$ cat src/rtl/mat2axis_video_tx.sv
// Streams one rows x cols frame from a first-word-fall-through pixel FIFO onto AXI4-Stream video.
// Define MAT2AXIS_STALL_MON_EN to add the stall_block / stall_cnt back-pressure monitor.
module mat2axis_video_tx #(
    parameter int DATA_W = 8,
    parameter int DIM_W  = 11
) (
    input  logic              clock,
    input  logic              reset,
    input  logic              ap_start,
    input  logic [DIM_W-1:0]  rows,
    input  logic [DIM_W-1:0]  cols,
    input  logic [DATA_W-1:0] in_data,
    input  logic              in_empty,
    output logic              in_read,
    output logic [DATA_W-1:0] m_axis_tdata,
    output logic              m_axis_tvalid,
    input  logic              m_axis_tready,
    output logic              m_axis_tuser,
    output logic              m_axis_tlast,
    output logic              ap_idle,
    output logic              ap_done
`ifdef MAT2AXIS_STALL_MON_EN
   ,output logic              stall_block,
    output logic [15:0]       stall_cnt
`endif
);

    typedef enum logic [1:0] {
        IDLE,
        RUN,
        DONE
    } state_t;

    state_t           state;
    logic [DIM_W-1:0] rows_q;
    logic [DIM_W-1:0] cols_q;
    logic [DIM_W-1:0] row_cnt;
    logic [DIM_W-1:0] col_cnt;
    logic             pixels_remaining;
    logic             col_wrap;
    logic             out_free;
    logic             handshake;

    // row_cnt reaching rows_q after the last column wrap means every pixel has been popped
    assign pixels_remaining = (rows_q != '0) && (cols_q != '0) && (row_cnt != rows_q);
    assign col_wrap         = (col_cnt == cols_q - DIM_W'(1));
    assign out_free         = ~m_axis_tvalid | m_axis_tready;
    assign handshake        = m_axis_tvalid & m_axis_tready;
    assign in_read          = ~reset & (state == RUN) & ~in_empty & pixels_remaining & out_free;

    always_ff @(posedge clock) begin
        if (reset) begin
            state   <= IDLE;
            ap_idle <= 1'b1;
            ap_done <= 1'b0;
            rows_q  <= '0;
            cols_q  <= '0;
        end else begin
            ap_done <= 1'b0;
            case (state)
                IDLE: begin
                    if (ap_start) begin
                        state   <= RUN;
                        ap_idle <= 1'b0;
                        rows_q  <= rows;
                        cols_q  <= cols;
                    end
                end
                RUN: begin
                    // Leave once nothing is left to pop and the output register has drained
                    if (!pixels_remaining && out_free) begin
                        state   <= DONE;
                        ap_done <= 1'b1;
                    end
                end
                DONE: begin
                    state   <= IDLE;
                    ap_idle <= 1'b1;
                end
                default: begin
                    state   <= IDLE;
                    ap_idle <= 1'b1;
                end
            endcase
        end
    end

    always_ff @(posedge clock) begin
        if (reset) begin
            row_cnt       <= '0;
            col_cnt       <= '0;
            m_axis_tdata  <= '0;
            m_axis_tvalid <= 1'b0;
            m_axis_tuser  <= 1'b0;
            m_axis_tlast  <= 1'b0;
        end else begin
            if (state == IDLE && ap_start) begin
                row_cnt <= '0;
                col_cnt <= '0;
            end else if (in_read) begin
                if (col_wrap) begin
                    col_cnt <= '0;
                    row_cnt <= row_cnt + DIM_W'(1);
                end else begin
                    col_cnt <= col_cnt + DIM_W'(1);
                end
            end

            if (in_read) begin
                m_axis_tdata  <= in_data;
                m_axis_tuser  <= (row_cnt == '0) && (col_cnt == '0);
                m_axis_tlast  <= col_wrap;
                m_axis_tvalid <= 1'b1;
            end else if (handshake) begin
                m_axis_tvalid <= 1'b0;
                m_axis_tuser  <= 1'b0;
                m_axis_tlast  <= 1'b0;
            end
        end
    end

`ifdef MAT2AXIS_STALL_MON_EN
    always_ff @(posedge clock) begin
        if (reset) begin
            stall_block <= 1'b0;
            stall_cnt   <= '0;
        end else begin
            stall_block <= m_axis_tvalid & ~m_axis_tready;
            if (state == IDLE && ap_start) begin
                stall_cnt <= '0;
            end else if (m_axis_tvalid && !m_axis_tready && stall_cnt != 16'hFFFF) begin
                stall_cnt <= stall_cnt + 16'd1;
            end
        end
    end
`endif

endmodule

$ cat config.mk
export PLATFORM = sky130hd
export DESIGN_NAME = mat2axis_video_tx
export DESIGN_NICKNAME = d
export VERILOG_FILES = /design/src/rtl/mat2axis_video_tx.sv
export SDC_FILE = /design/constraint.sdc
export NUM_CORES = 1
export LEC_CHECK = 0
export ABC_AREA = 1
export ABC_CLOCK_PERIOD_IN_PS = 3800
export CORE_ASPECT_RATIO = 1.1
export CORE_UTILIZATION = 35
export CTS_CLUSTER_SIZE = 8
export DETAILED_ROUTE_END_ITERATION = 8
export GPL_TIMING_DRIVEN = 1
export SYNTH_ARGS = -nofsm -noshare
export SYNTH_HDL_FRONTEND = slang
export SYNTH_SLANG_ARGS = --single-unit
$ cat constraint.sdc
create_clock -name clock -period 3.8 [get_ports clock]
set_input_delay 0.95 -clock clock [delete_from_list [all_inputs] [get_ports clock]]
set_output_delay 0.95 -clock clock [all_outputs]
set_load 0.03 [all_outputs]
==> reports/results.txt, run 1 <==
Status: finished clean
Largest net degree at the start of global routing: 32
Synth Net Count: 530
Yosys top cell area share: 0.354
Overflow after GRT: 0
Max incr delay on CP: 540 ps
Layout cells sized above 1: 0.0899
Sequential area share after synthesis: 0.354
Relative slew slack: 0.619
Leak: 1.72 nW
Distinct cells, synth: 32
Yosys top cell by area: dfxtp_1
Total vias in the final route: 3235
Synth-to-Final Area Change: 23.6%
CP most frequent cell: nor2_4
Worst endpoint data arrival time: 2380 ps
Minimum clock period after layout: 3330 ps
Diode count: 0
CP startpoint kind: primary input
Routed len/inst: 12.4 µm
Worst setup startpoint: reset
CP Class: primary input to output pin
Clock Tree Buf Depth: 2
Rows: 37
Chip width: 95.1 µm
H-tree level count: 3
Post-Layout Cell Count: 662
Critical R2R Launch: cols_q[0]
Die Area: 9930 µm²
Chip height: 104 µm
Total CTS buffers: 9
CP required: 2850 ps
Peak VDD IR: 0.253 mV
Initial antenna violation count: 0
Clk sinks: 59
Drt drc: 0
Power density cells: 431 nW/µm²
Vias in the first global route: 3063
Max stage delay cell, worst path: clkdlybuf4s50_1
Setup_tns: 0 ps
RePlAce Congestion: 0.835
Post-synthesis average cell area: 6.81 µm²
Routed wire length: 8210 µm
Setup bufs post-CTS: 0
Synth area leaders: dfxtp_1 35%, nand2_1 14%, nor2_1 7.0%
DR vias/cell: 4.89
Final #Nets: 580
Fmax achieved: 300 MHz
Post-placement cell count: 646
First-pass DRT Iterations: 6
CP endpoint kind: output pin
CTS resizes: 0
Final critical-path share of the clock period: 0.876
Tightest Hold Check Type: register to register
Post-DRT Antenna Nets: 0
Initial core utilization: 0.359
Cell chain of the critical path: clkdlybuf4s50_1, inv_2, nand3_4, nor2_4, nand3_2, nor2_4, buf_4
Syn Inst Count: 490
Setup-violating endpoint count in the final report: 0
GR Util All Layers: 0.179
CTS clk-pin slew, worst paths: 60 ps
Core area: 9310 µm²
CTS tree: yes
Iter 0 DRT Violations: 135
Total power: 1.78 mW
Clock Skew: 7.30 ps
Ys Warns: 0
Final hold violations: 0
Global-route wire length before repair: 13900 µm
Synthesized area: 3340 µm²
Yosys reg bits: 59
CTS root buf: clkbuf_8
Slew @ Worst Pin: 570 ps
CP max FO: 10
Hold-fix buffers at CTS: 0
Max Cap Violations: 0
Hold_sp: row_cnt[9]
Pins Over Slew Limit: 0
DPL Wire Length: 6130 µm
Worst-Skew Late Latency: 340 ps
RSZ-0062 raised after global routing: false
IO Pins: 49
PortBufs: 48
## where the power goes
part           switching [mW]  internal, mW  total (mW)
clock network           0.249         0.404       0.653
logic                   0.276         0.165       0.441
registers              0.0293         0.656       0.685
total                   0.554          1.22        1.78
## Yosys cell counts
cell	instances
nor2_4	5
o21bai_1	1
xnor2_1	6
nand2_4	1
nor3_4	1
o22ai_1	1
buf_4	2
clkbuf_2	1
clkbuf_1	5
nand4_1	17
inv_2	5
a21oi_2	1
a22o_1	3
xor2_1	17
and3_1	1
nand2_1	123
nor2_1	62
or2_2	1
nand3_2	4
o21ai_0	35
dfxtp_1	59
nand3_4	2
nand3b_1	1
nand3_1	33
nand2_2	7
a21oi_1	17
nor4_1	2
inv_1	55
buf_6	5
nor3_1	10
ha_1	5
nor2_2	2
## worst max-delay path, delay by kind of cell
kind	cells	cell delay (ps)
and+or+nand+nor	4	500
buffers and inverters	3	930
## placed cells by master (no fill, tap or decap)
master	Yosys	final
nor2_4	5	5
a21oi_1	17	17
and3_1	1	1
nand2_2	7	7
clkbuf_1	5	1
ha_1	5	5
inv_1	55	55
clkbuf_8	0	11
o21ai_0	35	35
o22ai_1	1	1
nor2_1	62	62
dfxtp_1	59	59
nand2_1	123	123
clkdlybuf4s50_1	0	47
a21oi_2	1	1
clkinvlp_4	0	1
bufinv_16	0	2
nor4_1	2	2
xor2_1	17	17
nor3_4	1	1
a22o_1	3	3
nand3_4	2	2
nand3_1	33	33
o21bai_1	1	1
clkinv_2	0	1
or2_2	1	1
buf_4	2	5
nand3b_1	1	1
xnor2_1	6	6
nor3_1	10	10
nand4_1	17	17
nand2_4	1	1
nand3_2	4	4
inv_2	5	5
nor2_2	2	2
## final timing paths
path	endpoint	slack [ps]	depth (start not counted)
setup / recovery	in_read	470	7
hold / removal	row_cnt[9]	480	2
setup reg to reg	row_cnt[10]	1330	13
hold reg to reg	row_cnt[9]	480	2
## sequential cells by signal (all words and copies together) (netlist names)
register / flops
col_cnt: 11
row_cnt: 11
ap_idle: 1
cols_q: 11
state: 2
m_axis_tlast: 1
ap_done: 1
m_axis_tuser: 1
rows_q: 11
m_axis_tvalid: 1
m_axis_tdata: 8
## per-stage QoR
step,utilization,worst slack (ps),area [µm²],hold slack [ps]
detailed placement,0.419,463,3900,474
floorplan,-,1030,3340,452
finish,0.443,472,4130,481
global route,0.443,373,4130,514
CTS,0.443,456,4130,484
global placement,0.419,493,3900,471
## kinds of logic after synthesis
family / after synthesis / share of synthesized area
AO/OA/AOI/OAI: 58 / 0.0926
buffers and inverters: 73 / 0.0959
flip-flops: 59 / 0.354
AND/OR/NAND/NOR: 272 / 0.379
XOR/XNOR: 23 / 0.0603
adder cells (fa/ha/maj): 5 / 0.0187
## per-layer routing
metal / GRT usage / routed length, µm
met4: 0.0628 / 184
met5: 0 / 0
met1: 0.225 / 3770
met2: 0.288 / 3940
met3: 0.0497 / 317
## cell type report
cell class / count / area [µm²]
Tap cell: 117 / 146
Multi-Input combinational cell: 358 / 1840
Fill cell: 964 / 5180
Clock buffer: 12 / 155
Timing Repair Buffer: 52 / 508
Clock inverter: 4 / 72.6
Inverter: 60 / 225
Sequential cell: 59 / 1180
No activity file was read; power rests on OpenSTA's default activity.
==> run 2: changes to the inputs <==
--- a/config.mk
+++ b/config.mk
@@ -12,6 +12,7 @@
 export CTS_CLUSTER_SIZE = 8
 export DETAILED_ROUTE_END_ITERATION = 8
 export GPL_TIMING_DRIVEN = 1
+export SLEW_MARGIN = 20
 export SYNTH_ARGS = -nofsm -noshare
 export SYNTH_HDL_FRONTEND = slang
 export SYNTH_SLANG_ARGS = --single-unit
==> results of run 2 <==
The final DEF is identical to that of run 1; final timing and power are the same.
==> run 3: changes to the inputs <==
--- a/config.mk
+++ b/config.mk
@@ -11,7 +11,7 @@
 export CORE_UTILIZATION = 35
 export CTS_CLUSTER_SIZE = 8
 export DETAILED_ROUTE_END_ITERATION = 8
-export GPL_TIMING_DRIVEN = 1
+export GPL_TIMING_DRIVEN = 0
 export SLEW_MARGIN = 20
 export SYNTH_ARGS = -nofsm -noshare
 export SYNTH_HDL_FRONTEND = slang
==> run 3 against run 2 <==
Compared with the run above:
- wire length is 2.4% higher
- critical path type unchanged
- flip-flop and latch count stayed put
- largest power group unchanged
- global-route usage increased by 0.59 points
==> reports/results.txt, run 3 (synthesis gave the netlist of run 1 again) <==
Hold_sp: row_cnt[9]
CTS clk-pin slew, worst paths: 60 ps
First-pass DRT Iterations: 5
Synth-to-Final Area Change: 24.7%
Worst reg2reg endpoint: m_axis_tuser
Minimum clock period after layout: 3600 ps
Final hold violations: 0
Die Area: 9930 µm²
PortBufs: 48
CP required: 2850 ps
CP Class: primary input to output pin
Status: finished clean
GR Util met2: 0.317
Sequential Area: 1180 µm²
Clk sinks: 59
GR Util All Layers: 0.185
Setup bufs post-CTS: 0
CTS tree: yes
CTS root buf: clkbuf_8
IO Pins: 49
Tightest Hold Check Type: register to register
M1 GR Usage: 0.225
Initial core utilization: 0.359
Hold Path Depth: 2
Layout cells sized above 1: 0.0922
Total power: 1.72 mW
Worst Reg-to-Reg Cells: 13
Chip width: 95.1 µm
Clock Tree Buf Depth: 2
Overflow after GRT: 0
DPL Wire Length: 6400 µm
CP max FO: 10
Routed len/inst: 12.6 µm
Total CTS buffers: 9
RSZ-0062 raised after global routing: false
Critical path buffers and inverters: 5
Slew @ Worst Pin: 681 ps
Relative slew slack: 0.544
Setup-violating endpoint count in the final report: 0
Pins Over Slew Limit: 0
DR vias/cell: 4.73
Hold-fix buffers at CTS: 0
Flop2flop setup slack: 1730 ps
Core area: 9310 µm²
Iter 0 DRT Violations: 98
Diode count: 0
Vias in the first global route: 3113
Largest net degree at the start of global routing: 11
Global-route wire length before repair: 14400 µm
Peak VDD IR: 0.164 mV
Final critical-path share of the clock period: 0.946
Power density cells: 413 nW/µm²
Post-DRT Antenna Nets: 0
Most common cell after layout, fill and taps aside: nand2_1
Chip height: 104 µm
Worst endpoint data arrival time: 2650 ps
Rows: 37
Routed wire length: 8410 µm
Global Route met3 Usage: 0.0482
Hold path endpoint: row_cnt[9]
Cell chain of the critical path: dlygate4sd2_1, inv_4, nand3_4, nor2_4, nand3_2, nor2_4, buf_6, buf_6, clkdlybuf4s15_2
Setup_tns: 0 ps
Critical R2R Launch: cols_q[0]
Initial antenna violation count: 0
Final #Nets: 589
Drt drc: 0
H-tree level count: 3
Fin util: 0.447
CP endpoint kind: output pin
Leak: 1.74 nW
GRT busiest layer: met2
Clock Skew: 7.18 ps
Hold WS: 476 ps
Worst-Skew Late Latency: 340 ps
CP startpoint kind: primary input
Fmax achieved: 278 MHz
Max Cap Violations: 0
FILL cells: 978
Most frequent cells in the layout: 123 x nand2_1, 62 x nor2_1, 59 x dfxtp_1
Max incr delay on CP: 340 ps
Max stage delay cell, worst path: dlygate4sd2_1
Crit path max-delay family: buffers and inverters
RePlAce Congestion: 0.834
Total vias in the final route: 3168
Multi-input gate area: 1840 µm²
-- run 3: tightest hold or removal path: stages, from the launching register on --
cell,delay (ps)
dfxtp_1,320
nand2_1,60
a21oi_1,50
-- run 3: worst max path at each step --
stage / from / depth (start not counted) / slack [ps] / end
finish: reset / 9 / 200 / in_read
global route: reset / 9 / 120 / in_read
CTS: reset / 9 / 190 / in_read
detailed placement: reset / 9 / -500 / in_read
global placement: reset / 9 / -500 / in_read
floorplan: reset / 7 / 1030 / in_read
-- run 3: repair_timing --
action,CTS,global route
endpoints found under the setup margin,1,0
resized for setup,5,0
endpoints found under the hold margin,0,0
-- run 3: layout make-up --
| type | count | area share |
|---|---|---|
| plain buffers | 13 | 0.0229 |
| clock buffers | 13 | 0.0382 |
| clock inverters | 2 | 0.00842 |
| inverters | 60 | 0.0547 |
| multi-input cells | 358 | 0.441 |
| flip-flops and latches | 59 | 0.284 |
| well taps | 117 | 0.0352 |
| repair buffers | 48 | 0.115 |
-- run 3: where the power goes --
| group | internal, mW | switching (mW) |
|---|---|---|
| combinational | 0.175 | 0.280 |
| clock | 0.335 | 0.243 |
| sequential | 0.656 | 0.0293 |
-- run 3: per-stage QoR --
| stage | std cells | cell area (µm²) | setup slack, ps |
|---|---|---|---|
| after floorplan | 490 | 3340 | 1030 |
| after global placement | 655 | 3970 | -501 |
| after detailed placement | 655 | 3970 | -497 |
| after CTS | 670 | 4160 | 187 |
| after global routing | 670 | 4160 | 116 |
| final | 670 | 4160 | 204 |
-- run 3: metal layers --
| layer | part of all wire | wire length, µm | vias to the layer above |
|---|---|---|---|
| met1 | 0.45 | 3830 | 1421 |
| met2 | 0.50 | 4190 | 52 |
| met4 | 0.013 | 106 | 0 |
| met3 | 0.034 | 283 | 10 |
| li1 | - | - | 1685 |
| met5 | 0 | 0 | - |
